$ cat src/rtl/wb_stage_arb_if.sv
// Bus bundle for the writeback arbiter: pipeline slot, long-latency result
// handshake and the registered register-file write port.
interface wb_stage_arb_if #(
    parameter int XLEN     = 32,
    parameter int REG_AW   = 5,
    parameter int LQ_DEPTH = 2
);
    localparam int BO_W  = $clog2(XLEN/8);
    localparam int CNT_W = $clog2(LQ_DEPTH+1);

    logic              in_valid;
    logic              flush_i;
    logic [2:0]        in_ctrl;
    logic [2:0]        in_funct3;
    logic [BO_W-1:0]   in_byte_off;
    logic [XLEN-1:0]   in_pc4;
    logic [XLEN-1:0]   in_mem_data;
    logic [XLEN-1:0]   in_alu_data;
    logic [REG_AW-1:0] in_rd;
    logic              lr_valid;
    logic              lr_ready;
    logic [REG_AW-1:0] lr_rd;
    logic [XLEN-1:0]   lr_data;
    logic              op_write;
    logic [REG_AW-1:0] write_addr;
    logic [XLEN-1:0]   write_data;
    logic [1:0]        wr_src;
    logic [CNT_W-1:0]  lq_count;

    modport master (
        output in_valid, flush_i, in_ctrl, in_funct3, in_byte_off, in_pc4,
               in_mem_data, in_alu_data, in_rd, lr_valid, lr_rd, lr_data,
        input  lr_ready, op_write, write_addr, write_data, wr_src, lq_count
    );

    modport slave (
        input  in_valid, flush_i, in_ctrl, in_funct3, in_byte_off, in_pc4,
               in_mem_data, in_alu_data, in_rd, lr_valid, lr_rd, lr_data,
        output lr_ready, op_write, write_addr, write_data, wr_src, lq_count
    );
endinterface

$ cat src/rtl/wb_stage_arb.sv
// RISC-V writeback stage: result select, load extension, and arbitration of the
// single registered RF write port between the pipeline and a long-result FIFO.
module wb_stage_arb #(
    parameter int XLEN     = 32,
    parameter int REG_AW   = 5,
    parameter int LQ_DEPTH = 2
) (
    input  logic          clk,
    input  logic          rst_n,
    wb_stage_arb_if.slave bus
);
    localparam int CNT_W = $clog2(LQ_DEPTH+1);
    localparam int PTR_W = (LQ_DEPTH > 1) ? $clog2(LQ_DEPTH) : 1;

    logic [XLEN-1:0]   sh;
    logic [XLEN-1:0]   load_data;
    logic [XLEN-1:0]   pipe_data;
    logic              pipe_wr;
    logic              lr_accept;
    logic              lr_live;
    logic              pop;
    logic              bypass;
    logic              push;
    logic [CNT_W-1:0]  lq_count_next;

    logic              op_write_reg;
    logic [REG_AW-1:0] write_addr_reg;
    logic [XLEN-1:0]   write_data_reg;
    logic [1:0]        wr_src_reg;
    logic [PTR_W-1:0]  wr_ptr_reg;
    logic [PTR_W-1:0]  rd_ptr_reg;
    logic [CNT_W-1:0]  lq_count_reg;

    logic [REG_AW-1:0] lq_rd_mem   [LQ_DEPTH];
    logic [XLEN-1:0]   lq_data_mem [LQ_DEPTH];

    function automatic logic [PTR_W-1:0] ptr_inc(input logic [PTR_W-1:0] p);
        return (p == PTR_W'(LQ_DEPTH-1)) ? '0 : p + 1'b1;
    endfunction

    // Loads arrive as the aligned word; the byte offset selects the lane.
    always_comb begin
        sh = bus.in_mem_data >> {bus.in_byte_off, 3'b000};
        case (bus.in_funct3)
            3'b000:  load_data = XLEN'($signed(sh[7:0]));
            3'b100:  load_data = XLEN'(sh[7:0]);
            3'b001:  load_data = XLEN'($signed(sh[15:0]));
            3'b101:  load_data = XLEN'(sh[15:0]);
            3'b010:  load_data = XLEN'($signed(sh[31:0]));
            3'b110:  load_data = XLEN'(sh[31:0]);
            default: load_data = bus.in_mem_data;
        endcase
    end

    always_comb begin
        case (bus.in_ctrl[2:1])
            2'b00:   pipe_data = bus.in_alu_data;
            2'b01:   pipe_data = load_data;
            default: pipe_data = bus.in_pc4;
        endcase
    end

    assign pipe_wr   = bus.in_valid & ~bus.flush_i & bus.in_ctrl[0] & (bus.in_rd != '0);
    assign lr_accept = bus.lr_valid & bus.lr_ready;
    // rd=0 long results are acknowledged but go nowhere.
    assign lr_live   = lr_accept & (bus.lr_rd != '0);
    assign pop       = ~pipe_wr & (lq_count_reg != '0);
    assign bypass    = ~pipe_wr & (lq_count_reg == '0) & lr_live;
    assign push      = lr_live & ~bypass;
    assign lq_count_next = lq_count_reg + CNT_W'(push) - CNT_W'(pop);

    // Ready looks only at the registered count, so a pop this cycle gives no credit.
    assign bus.lr_ready   = (lq_count_reg < CNT_W'(LQ_DEPTH));
    assign bus.op_write   = op_write_reg;
    assign bus.write_addr = write_addr_reg;
    assign bus.write_data = write_data_reg;
    assign bus.wr_src     = wr_src_reg;
    assign bus.lq_count   = lq_count_reg;

    always_ff @(posedge clk) begin
        if (push) begin
            lq_rd_mem[wr_ptr_reg]   <= bus.lr_rd;
            lq_data_mem[wr_ptr_reg] <= bus.lr_data;
        end
    end

    always_ff @(posedge clk or negedge rst_n) begin
        if (!rst_n) begin
            op_write_reg   <= 1'b0;
            write_addr_reg <= '0;
            write_data_reg <= '0;
            wr_src_reg     <= 2'b00;
            wr_ptr_reg     <= '0;
            rd_ptr_reg     <= '0;
            lq_count_reg   <= '0;
        end else begin
            if (pipe_wr) begin
                op_write_reg   <= 1'b1;
                write_addr_reg <= bus.in_rd;
                write_data_reg <= pipe_data;
                wr_src_reg     <= 2'b01;
            end else if (pop) begin
                op_write_reg   <= 1'b1;
                write_addr_reg <= lq_rd_mem[rd_ptr_reg];
                write_data_reg <= lq_data_mem[rd_ptr_reg];
                wr_src_reg     <= 2'b10;
            end else if (bypass) begin
                op_write_reg   <= 1'b1;
                write_addr_reg <= bus.lr_rd;
                write_data_reg <= bus.lr_data;
                wr_src_reg     <= 2'b11;
            end else begin
                // Address and data hold so the RF port does not toggle when idle.
                op_write_reg   <= 1'b0;
                wr_src_reg     <= 2'b00;
            end
            if (push) wr_ptr_reg <= ptr_inc(wr_ptr_reg);
            if (pop)  rd_ptr_reg <= ptr_inc(rd_ptr_reg);
            lq_count_reg <= lq_count_next;
        end
    end
endmodule

$ cat src/flat_wrapper.sv
// flat-port wrapper written by rule: the top's interface ports become plain ports
module wb_stage_arb_flat 
#(
    parameter int XLEN     = 32,
    parameter int REG_AW   = 5,
    parameter int LQ_DEPTH = 2
)
  (clk, rst_n, bus_in_valid, bus_flush_i, bus_in_ctrl, bus_in_funct3, bus_in_byte_off, bus_in_pc4, bus_in_mem_data, bus_in_alu_data, bus_in_rd, bus_lr_valid, bus_lr_rd, bus_lr_data, bus_lr_ready, bus_op_write, bus_write_addr, bus_write_data, bus_wr_src, bus_lq_count);
  wb_stage_arb_if #(.XLEN(XLEN), .REG_AW(REG_AW), .LQ_DEPTH(LQ_DEPTH)) bus_i ();
  input  logic clk;
  input  logic rst_n;
  input wire logic [$bits(bus_i.in_valid)-1:0] bus_in_valid;
  input wire logic [$bits(bus_i.flush_i)-1:0] bus_flush_i;
  input wire logic [$bits(bus_i.in_ctrl)-1:0] bus_in_ctrl;
  input wire logic [$bits(bus_i.in_funct3)-1:0] bus_in_funct3;
  input wire logic [$bits(bus_i.in_byte_off)-1:0] bus_in_byte_off;
  input wire logic [$bits(bus_i.in_pc4)-1:0] bus_in_pc4;
  input wire logic [$bits(bus_i.in_mem_data)-1:0] bus_in_mem_data;
  input wire logic [$bits(bus_i.in_alu_data)-1:0] bus_in_alu_data;
  input wire logic [$bits(bus_i.in_rd)-1:0] bus_in_rd;
  input wire logic [$bits(bus_i.lr_valid)-1:0] bus_lr_valid;
  input wire logic [$bits(bus_i.lr_rd)-1:0] bus_lr_rd;
  input wire logic [$bits(bus_i.lr_data)-1:0] bus_lr_data;
  output wire logic [$bits(bus_i.lr_ready)-1:0] bus_lr_ready;
  output wire logic [$bits(bus_i.op_write)-1:0] bus_op_write;
  output wire logic [$bits(bus_i.write_addr)-1:0] bus_write_addr;
  output wire logic [$bits(bus_i.write_data)-1:0] bus_write_data;
  output wire logic [$bits(bus_i.wr_src)-1:0] bus_wr_src;
  output wire logic [$bits(bus_i.lq_count)-1:0] bus_lq_count;
  assign bus_i.in_valid = bus_in_valid;
  assign bus_i.flush_i = bus_flush_i;
  assign bus_i.in_ctrl = bus_in_ctrl;
  assign bus_i.in_funct3 = bus_in_funct3;
  assign bus_i.in_byte_off = bus_in_byte_off;
  assign bus_i.in_pc4 = bus_in_pc4;
  assign bus_i.in_mem_data = bus_in_mem_data;
  assign bus_i.in_alu_data = bus_in_alu_data;
  assign bus_i.in_rd = bus_in_rd;
  assign bus_i.lr_valid = bus_lr_valid;
  assign bus_i.lr_rd = bus_lr_rd;
  assign bus_i.lr_data = bus_lr_data;
  assign bus_lr_ready = bus_i.lr_ready;
  assign bus_op_write = bus_i.op_write;
  assign bus_write_addr = bus_i.write_addr;
  assign bus_write_data = bus_i.write_data;
  assign bus_wr_src = bus_i.wr_src;
  assign bus_lq_count = bus_i.lq_count;
  wb_stage_arb #(.XLEN(XLEN), .REG_AW(REG_AW), .LQ_DEPTH(LQ_DEPTH)) u_core (.clk(clk), .rst_n(rst_n), .bus(bus_i));
endmodule
$ cat config.mk
export PLATFORM = sky130hd
export DESIGN_NAME = wb_stage_arb_flat
export DESIGN_NICKNAME = d
export VERILOG_FILES = /design/src/rtl/wb_stage_arb_if.sv /design/src/rtl/wb_stage_arb.sv /design/src/flat_wrapper.sv
export SDC_FILE = /design/constraint.sdc
export NUM_CORES = 1
export LEC_CHECK = 0
export CELL_PAD_IN_SITES_DETAIL_PLACEMENT = 1
export CELL_PAD_IN_SITES_GLOBAL_PLACEMENT = 1
export CORE_MARGIN = 5
export CORE_UTILIZATION = 39
export CTS_CLUSTER_DIAMETER = 40
export DETAILED_ROUTE_END_ITERATION = 10
export GPL_ROUTABILITY_DRIVEN = 0
export PLACE_DENSITY_LB_ADDON = 0.2
export SLEW_MARGIN = 40
export SYNTH_ARGS = -nofsm -noshare
export SYNTH_HDL_FRONTEND = slang
export SYNTH_SLANG_ARGS = --single-unit
$ cat constraint.sdc
create_clock -name clk -period 6.9 [get_ports clk]
set_input_delay 1.38 -clock clk [delete_from_list [all_inputs] [get_ports clk]]
set_output_delay 1.38 -clock clk [all_outputs]
set_load 0.02 [all_outputs]
---- Word level (Yosys, flattened, before mapping) ----
Memories as Yosys holds them, arrays and structs flattened.
Index checks and enable logic that the tools add are counted.
word-level totals
  logic and storage cells ................. 59
  output and inout port bits .............. 43
  latch bits .............................. 0
  memories kept ........................... 2
  input bits .............................. 151
  RAM bits ................................ 74
  register bits ........................... 44
  bits in read-only memories .............. 0
operators by class
  $lt $le $gt $ge ......................... 1
  reduce and logical (&&, ||, !) cells .... 8
  divide/modulo/power cells ............... 0
  equality and inequality tests ........... 6
  add/sub/neg operators ................... 4
  multiplexer cells ....................... 18
  shift operators ......................... 1
  multipliers ............................. 0
  bitwise gates (word level) .............. 12
memory list
  memory              words  width  read ports  clocked after Yosys merged registers in  write ports  RTL line            RTL
  u_core.lq_data_mem  2      32     1           0                                        1            wb_stage_arb.sv:35  logic [XLEN-1:0] lq_data_mem [LQ_DEPTH];
  u_core.lq_rd_mem    2      5      1           0                                        1            wb_stage_arb.sv:34  logic [REG_AW-1:0] lq_rd_mem [LQ_DEPTH];
operators with widths
  kind                                                                   number
  32-bit case mux with 5 select lines                                    1
  32-bit 2-to-1 mux                                                      3
  32-bit case mux with 2 select lines                                    1
  32-bit by 5-bit >> shifter with 32-bit output                          1
  5-bit 2-to-1 mux                                                       3
  5-bit nonzero test                                                     2
  1-bit bitwise AND                                                      9
  3-bit equality test, second input constant                             3
  1-bit 2-to-1 mux                                                       7
  2-bit 2-to-1 mux                                                       3
  2-bit logical NOT                                                      2
  3-bit by 1-bit equality test with 1-bit output, second input constant  1
  3-bit by 2-bit equality test with 1-bit output, second input constant  1
  3-bit logical NOT                                                      1
  1-bit inverter                                                         3
  3-bit nonzero test                                                     1
  1-bit adder, second input constant                                     2
  2-bit by 1-bit adder with 2-bit output                                 1
  2-bit by 1-bit equality test with 1-bit output, second input constant  1
  2-bit less-than comparator, second input constant                      1
  2-bit nonzero test                                                     1
  2-bit OR reduction                                                     1
  2-bit by 1-bit subtractor with 2-bit output                            1

---- Logic depth before layout (Yosys ltp) ----
  depth after elaboration ................. 11
  depth in mapped cells ................... 11
  depth with buffers taken out ............ 9

---- Worst setup path before layout ----
OpenSTA, ideal clock, no wires.
  path type ............................... input to register
  from .................................... input port bus_flush_i
  to ...................................... memory u_core.lq_data_mem[0][0], enable pin
  library setup time ...................... 0.477 ns
  buffers on the path ..................... 2
  stages on the path ...................... 6
  arrival time ............................ 4.853 ns
  required time ........................... 6.423 ns
  path slack .............................. 1.570 ns
  cell sequence ........................... and3b_1 clkbuf_1 o21a_4 nor2_2 buf_2 nor3_1
between the ends
  cells in the longest elaborated chain, start to end .. 11
ends and longest elaborated chain
  what                                    RTL line            RTL
  start, declared                         flat_wrapper.sv:13  input wire logic [$bits(bus_i.flush_i)-1:0] bus_flush_i;
  1-bit inverter                          wb_stage_arb.sv:63  assign pipe_wr = bus.in_valid & ~bus.flush_i & bus.in_ctrl[0] & (bus.in_rd != '0);
  1-bit bitwise AND (3 in series)         wb_stage_arb.sv:63
  1-bit inverter                          wb_stage_arb.sv:68  assign bypass = ~pipe_wr & (lq_count_reg == '0) & lr_live;
  1-bit bitwise AND (2 in series)         wb_stage_arb.sv:68
  1-bit inverter                          wb_stage_arb.sv:69  assign push = lr_live & ~bypass;
  1-bit bitwise AND                       wb_stage_arb.sv:69
  1-bit 2-to-1 mux                        wb_stage_arb.sv:81  if (push) begin
  1-bit 2-to-1 mux (implied by the code)  wb_stage_arb.sv:83  lq_data_mem[wr_ptr_reg] <= bus.lr_data;
  end, declared                           wb_stage_arb.sv:35
No other way between the ends.

---- Worst setup path after layout ----
  from .................................... input port bus_in_rd[0]
  to ...................................... register u_core.lq_count_reg[1], in the netlist u_core.bus.lq_count[1]
between the ends
  cells in the longest elaborated chain, start to end .. 9
  elaborated cells on any way between the ends .. 10
  classes of those cells .................. add/sub: 2; bitwise: 7; reduce/logical: 1
ends and longest elaborated chain
  what                                           RTL line                                RTL
  start, declared                                flat_wrapper.sv:20                      input wire logic [$bits(bus_i.in_rd)-1:0] bus_in_rd;
  5-bit nonzero test *                           wb_stage_arb.sv:63
  1-bit bitwise AND *                            wb_stage_arb.sv:63
  1-bit inverter *                               wb_stage_arb.sv:67, wb_stage_arb.sv:68
  1-bit bitwise AND (2 in series)                wb_stage_arb.sv:68
  1-bit inverter                                 wb_stage_arb.sv:69
  1-bit bitwise AND                              wb_stage_arb.sv:69
  2-bit by 1-bit adder with 2-bit output         wb_stage_arb.sv:70                      assign lq_count_next = lq_count_reg + CNT_W'(push) - CNT_W'(pop);
  2-bit by 1-bit subtractor with 2-bit output *  wb_stage_arb.sv:70
  named net u_core.lq_count_next[1]              wb_stage_arb.sv:24                      logic [CNT_W-1:0] lq_count_next;
  end signal, assigned                           wb_stage_arb.sv:119                     lq_count_reg <= lq_count_next;
  end, declared                                  wb_stage_arb.sv:32                      logic [CNT_W-1:0] lq_count_reg;
The timed path passes the listed nets; every way through them passes the cells marked *.
A chain may end at the register's enable or synchronous reset.

==> results.md <==
- Area grow syn2layout: 41.5%
- Int Pwr: 2200 µW
- Die width: 138 µm
- Run status: complete, no violations
- # fillers: 1,718
- Commonest non-fill, non-tap cell in the layout: clkdlybuf4s50_1
- Yosys top cell area share: 0.345
- DIE AREA: 19,200 µm²
- Register-to-register setup slack: 3.79 ns
- Crit path capture type: flip-flop
- Synth Area in Adders: 0.00700
- Yosys warns: 0
- Final WL: 24,600 µm
- Number of global-route vias before repair: 6,343
- Crit path launch type: primary input
- Largest family of logic cells by synthesized area: compound AO/OA/AOI/OAI gates
- Total CTS buffers: 17
- Post-CTS Hold Fix Bufs: 0
- DRT Pass-1 Iters: 5
- Ranking of synthesized cells by area: edfxtp_1 35%, dfrtp_1 17%, mux2i_1 5.9%
- Synth unique cells: 67
- Post-Syn Instances: 577
- Clock Power Share: 0.265
- Reg2reg path depth: 9
- Largest net degree at the start of global routing: 45
- Post-synthesis compound-gate area fraction: 0.214
- Synth area leader: edfxtp_1
- Io pins: 194
- Final worst-path cycle share: 0.650
- Htree depth: 4
- RSZ-0062 raised after global routing: no
- WP data arrival: 4.82 ns
- Asr flop ratio synth: 0.373
- CTS tree: yes
- Share of layout cells above drive strength 1: 0.116
- Crit-path max FO: 30
- Antenna Nets Post-Route: 0
- Worst slew pin tran: 0.852 ns
- Initial Util: 0.392
- Peak supply drop: 0.221 mV
- Register area share after synthesis: 0.516
- DRT iter0 DRCs: 443
- TNS Setup: 0 ns
- Final worst slack: 2.42 ns
- Vias: 5,891
- Worst reg2reg endpoint: u_core.bus.lq_count[1]$_DFF_PN0_
- Die Y: 138 µm
- Global route overflow: 0
- Clock transition at path regs: 0.05 ns
- Ant. Diodes: 0
- Syn nets: 730
- Wire per inst: 24.9 µm
- Clk Latency, worst-skew pair: 0.42 ns
- Avg Synthesized Cell Area: 11.2 µm²
- Min Tclk post-route: 4.48 ns
- Final Max Tran Viols: 0
- Clock sinks: 118
- Logic pwr share: 0.399
- Ys flop type: edfxtp_1
- EDFF count, synth: 74
- Most frequent cells in the layout: 191 x clkdlybuf4s50_1, 74 x edfxtp_1, 56 x nor2_1
- Post-synthesis cell area: 6440 µm²
- Synth Register Bits: 118
- Cts repair resizes: 0
- Leakage: 0.00334 µW
- Nets@finish: 908
- Switching pwr: 1210 µW
- Synthesized-area fraction occupied by xor and xnor cells: 0.00544
- Max FFs per register: 64
- Net Sw Frac: 0.354
- Max-cap check violation count: 0
- Worst setup path category: primary input to flip-flop
- Flop pwr share: 0.336
- DP HPWL: 17,800 µm
- Data required time of the worst path: 7.23 ns
- Gr usage total: 0.250
- PD cells: 374 nW/µm²
- Relative slew slack: 0.430
- Initial antenna violation count: 0
- Hold Startpoint: u_core.bus.write_data[4]$_DFFE_PN0P_
- Mean number of vias per cell: 5.97
- Skew final: 0.00731 ns
- Fmax: 223 MHz
- Post-route DRC violation count: 0
- Final Hold Fails: 0
- Post-Synth Simple-Gate Area: 0.0981
- Setup Viol. Count Final: 0
- Maximum clock path buffer count: 2
- Buffers on Ports: 193
- Root Buffer: clkbuf_16
- Worst hold endpoint: u_core.bus.write_data[4]$_DFFE_PN0P_
- CORE AREA: 16,400 µm²
- Mux contribution to synthesized area: 0.120
- First-pass GRT wire length: 37,400 µm
- Hold-critical path depth: 1
- Site Rows: 47
- Postcts setup bufs: 0
- Min-Delay Path Class: flip-flop to flip-flop
- Dpl ws: 2.03 ns
- Reg2reg start: u_core.bus.lq_count[1]$_DFF_PN0_
## cell type report
| class | instances | area, µm² | share of cell area |
|---|---|---|---|
| repair buffers | 201 | 1980 | 0.218 |
| inverters | 11 | 41.3 | 0.00453 |
| clock buffers | 23 | 478 | 0.0525 |
| flip-flops and latches | 118 | 3330 | 0.365 |
| multi-input cells | 406 | 2880 | 0.317 |
| clock inverters | 8 | 123 | 0.0135 |
| well taps | 220 | 275 | 0.0302 |
## critical path, cell delays in order
cell	delay, ns
clkdlybuf4s50_1	0.43
or4_4	0.57
o21ai_2	0.13
buf_4	0.38
nand2_2	0.44
inv_1	0.62
ha_1	0.35
inv_1	0.06
ha_1	0.15
xnor2_1	0.13
xnor2_1	0.14
## layer usage
layer | vias up | part of all wire | global-route usage
li1 | 2612 | - | -
met1 | 2950 | 0.41 | 0.319
met2 | 291 | 0.50 | 0.428
met3 | 38 | 0.070 | 0.0563
met4 | 0 | 0.021 | 0.0754
met5 | - | 0 | 0
## per-stage QoR
stage                     power (µW)  utilization  hold slack, ns  std cells  area [µm²]
after global placement          2450        0.518           0.489        956        8500
after floorplan                 1890            -           0.456        577        6440
final                           3410        0.555           0.500        987        9110
after CTS                       3420        0.555           0.505        987        9100
after global routing            3560        0.555           0.514        987        9110
after detailed placement        2510        0.518           0.492        956        8500
## worst max path at each step
| stage | start | to |
|---|---|---|
| finish | bus_in_rd[0] | u_core.bus.lq_count[1]$_DFF_PN0_ |
| global route | bus_in_rd[0] | u_core.bus.lq_count[1]$_DFF_PN0_ |
| CTS | bus_in_rd[0] | u_core.bus.lq_count[1]$_DFF_PN0_ |
| detailed placement | bus_in_rd[0] | u_core.bus.lq_count[1]$_DFF_PN0_ |
| global placement | bus_in_rd[0] | u_core.bus.lq_count[1]$_DFF_PN0_ |
| floorplan | bus_flush_i | u_core.lq_data_mem[0][0]$_DFFE_PP_ |
## power groups by stage
| stage | clock network (µW) | logic [µW] | registers, µW |
|---|---|---|---|
| 3_3_place_gp | 0 | 1300 | 1140 |
| 2_1_floorplan | 0 | 673 | 1220 |
| 6_report | 903 | 1360 | 1140 |
| 3_5_place_dp | 0 | 1350 | 1160 |
| 4_1_cts | 905 | 1360 | 1150 |
| 5_1_grt | 943 | 1450 | 1160 |
## Yosys cell counts, drive strengths merged (2+ instances only)
library cell	instances
a221o	3
o31ai	5
nor2	59
inv	10
mux2i	38
o221ai	12
o211ai	9
a211oi	6
a221oi	15
o21a	6
nor3	6
a22oi	19
ha	2
nand3	4
o22ai	15
maj3	2
o21ai	30
a21oi	34
edfxtp	74
mux2	33
a31oi	7
or4	3
a2bb2oi	4
nand2	42
clkbuf	19
dfrtp	44
o2111ai	2
nand2b	4
o41ai	3
o311ai	2
a222oi	9
a211o	3
buf	23
xnor2	3
and2	5
nor2b	5
## kinds of logic (layout without fill, tap and decap cells)
logic type                 after synthesis  in the layout
adders and majority gates                4              4
and+or+nand+nor                        135            135
buffers and inverters                   53            243
xor gates and xnor gates                 4              4
DFF                                    118            118
AOI/OAI and AO/OA                      191            191
muxes                                   72             72
Power figures use the tool's default switching activity.
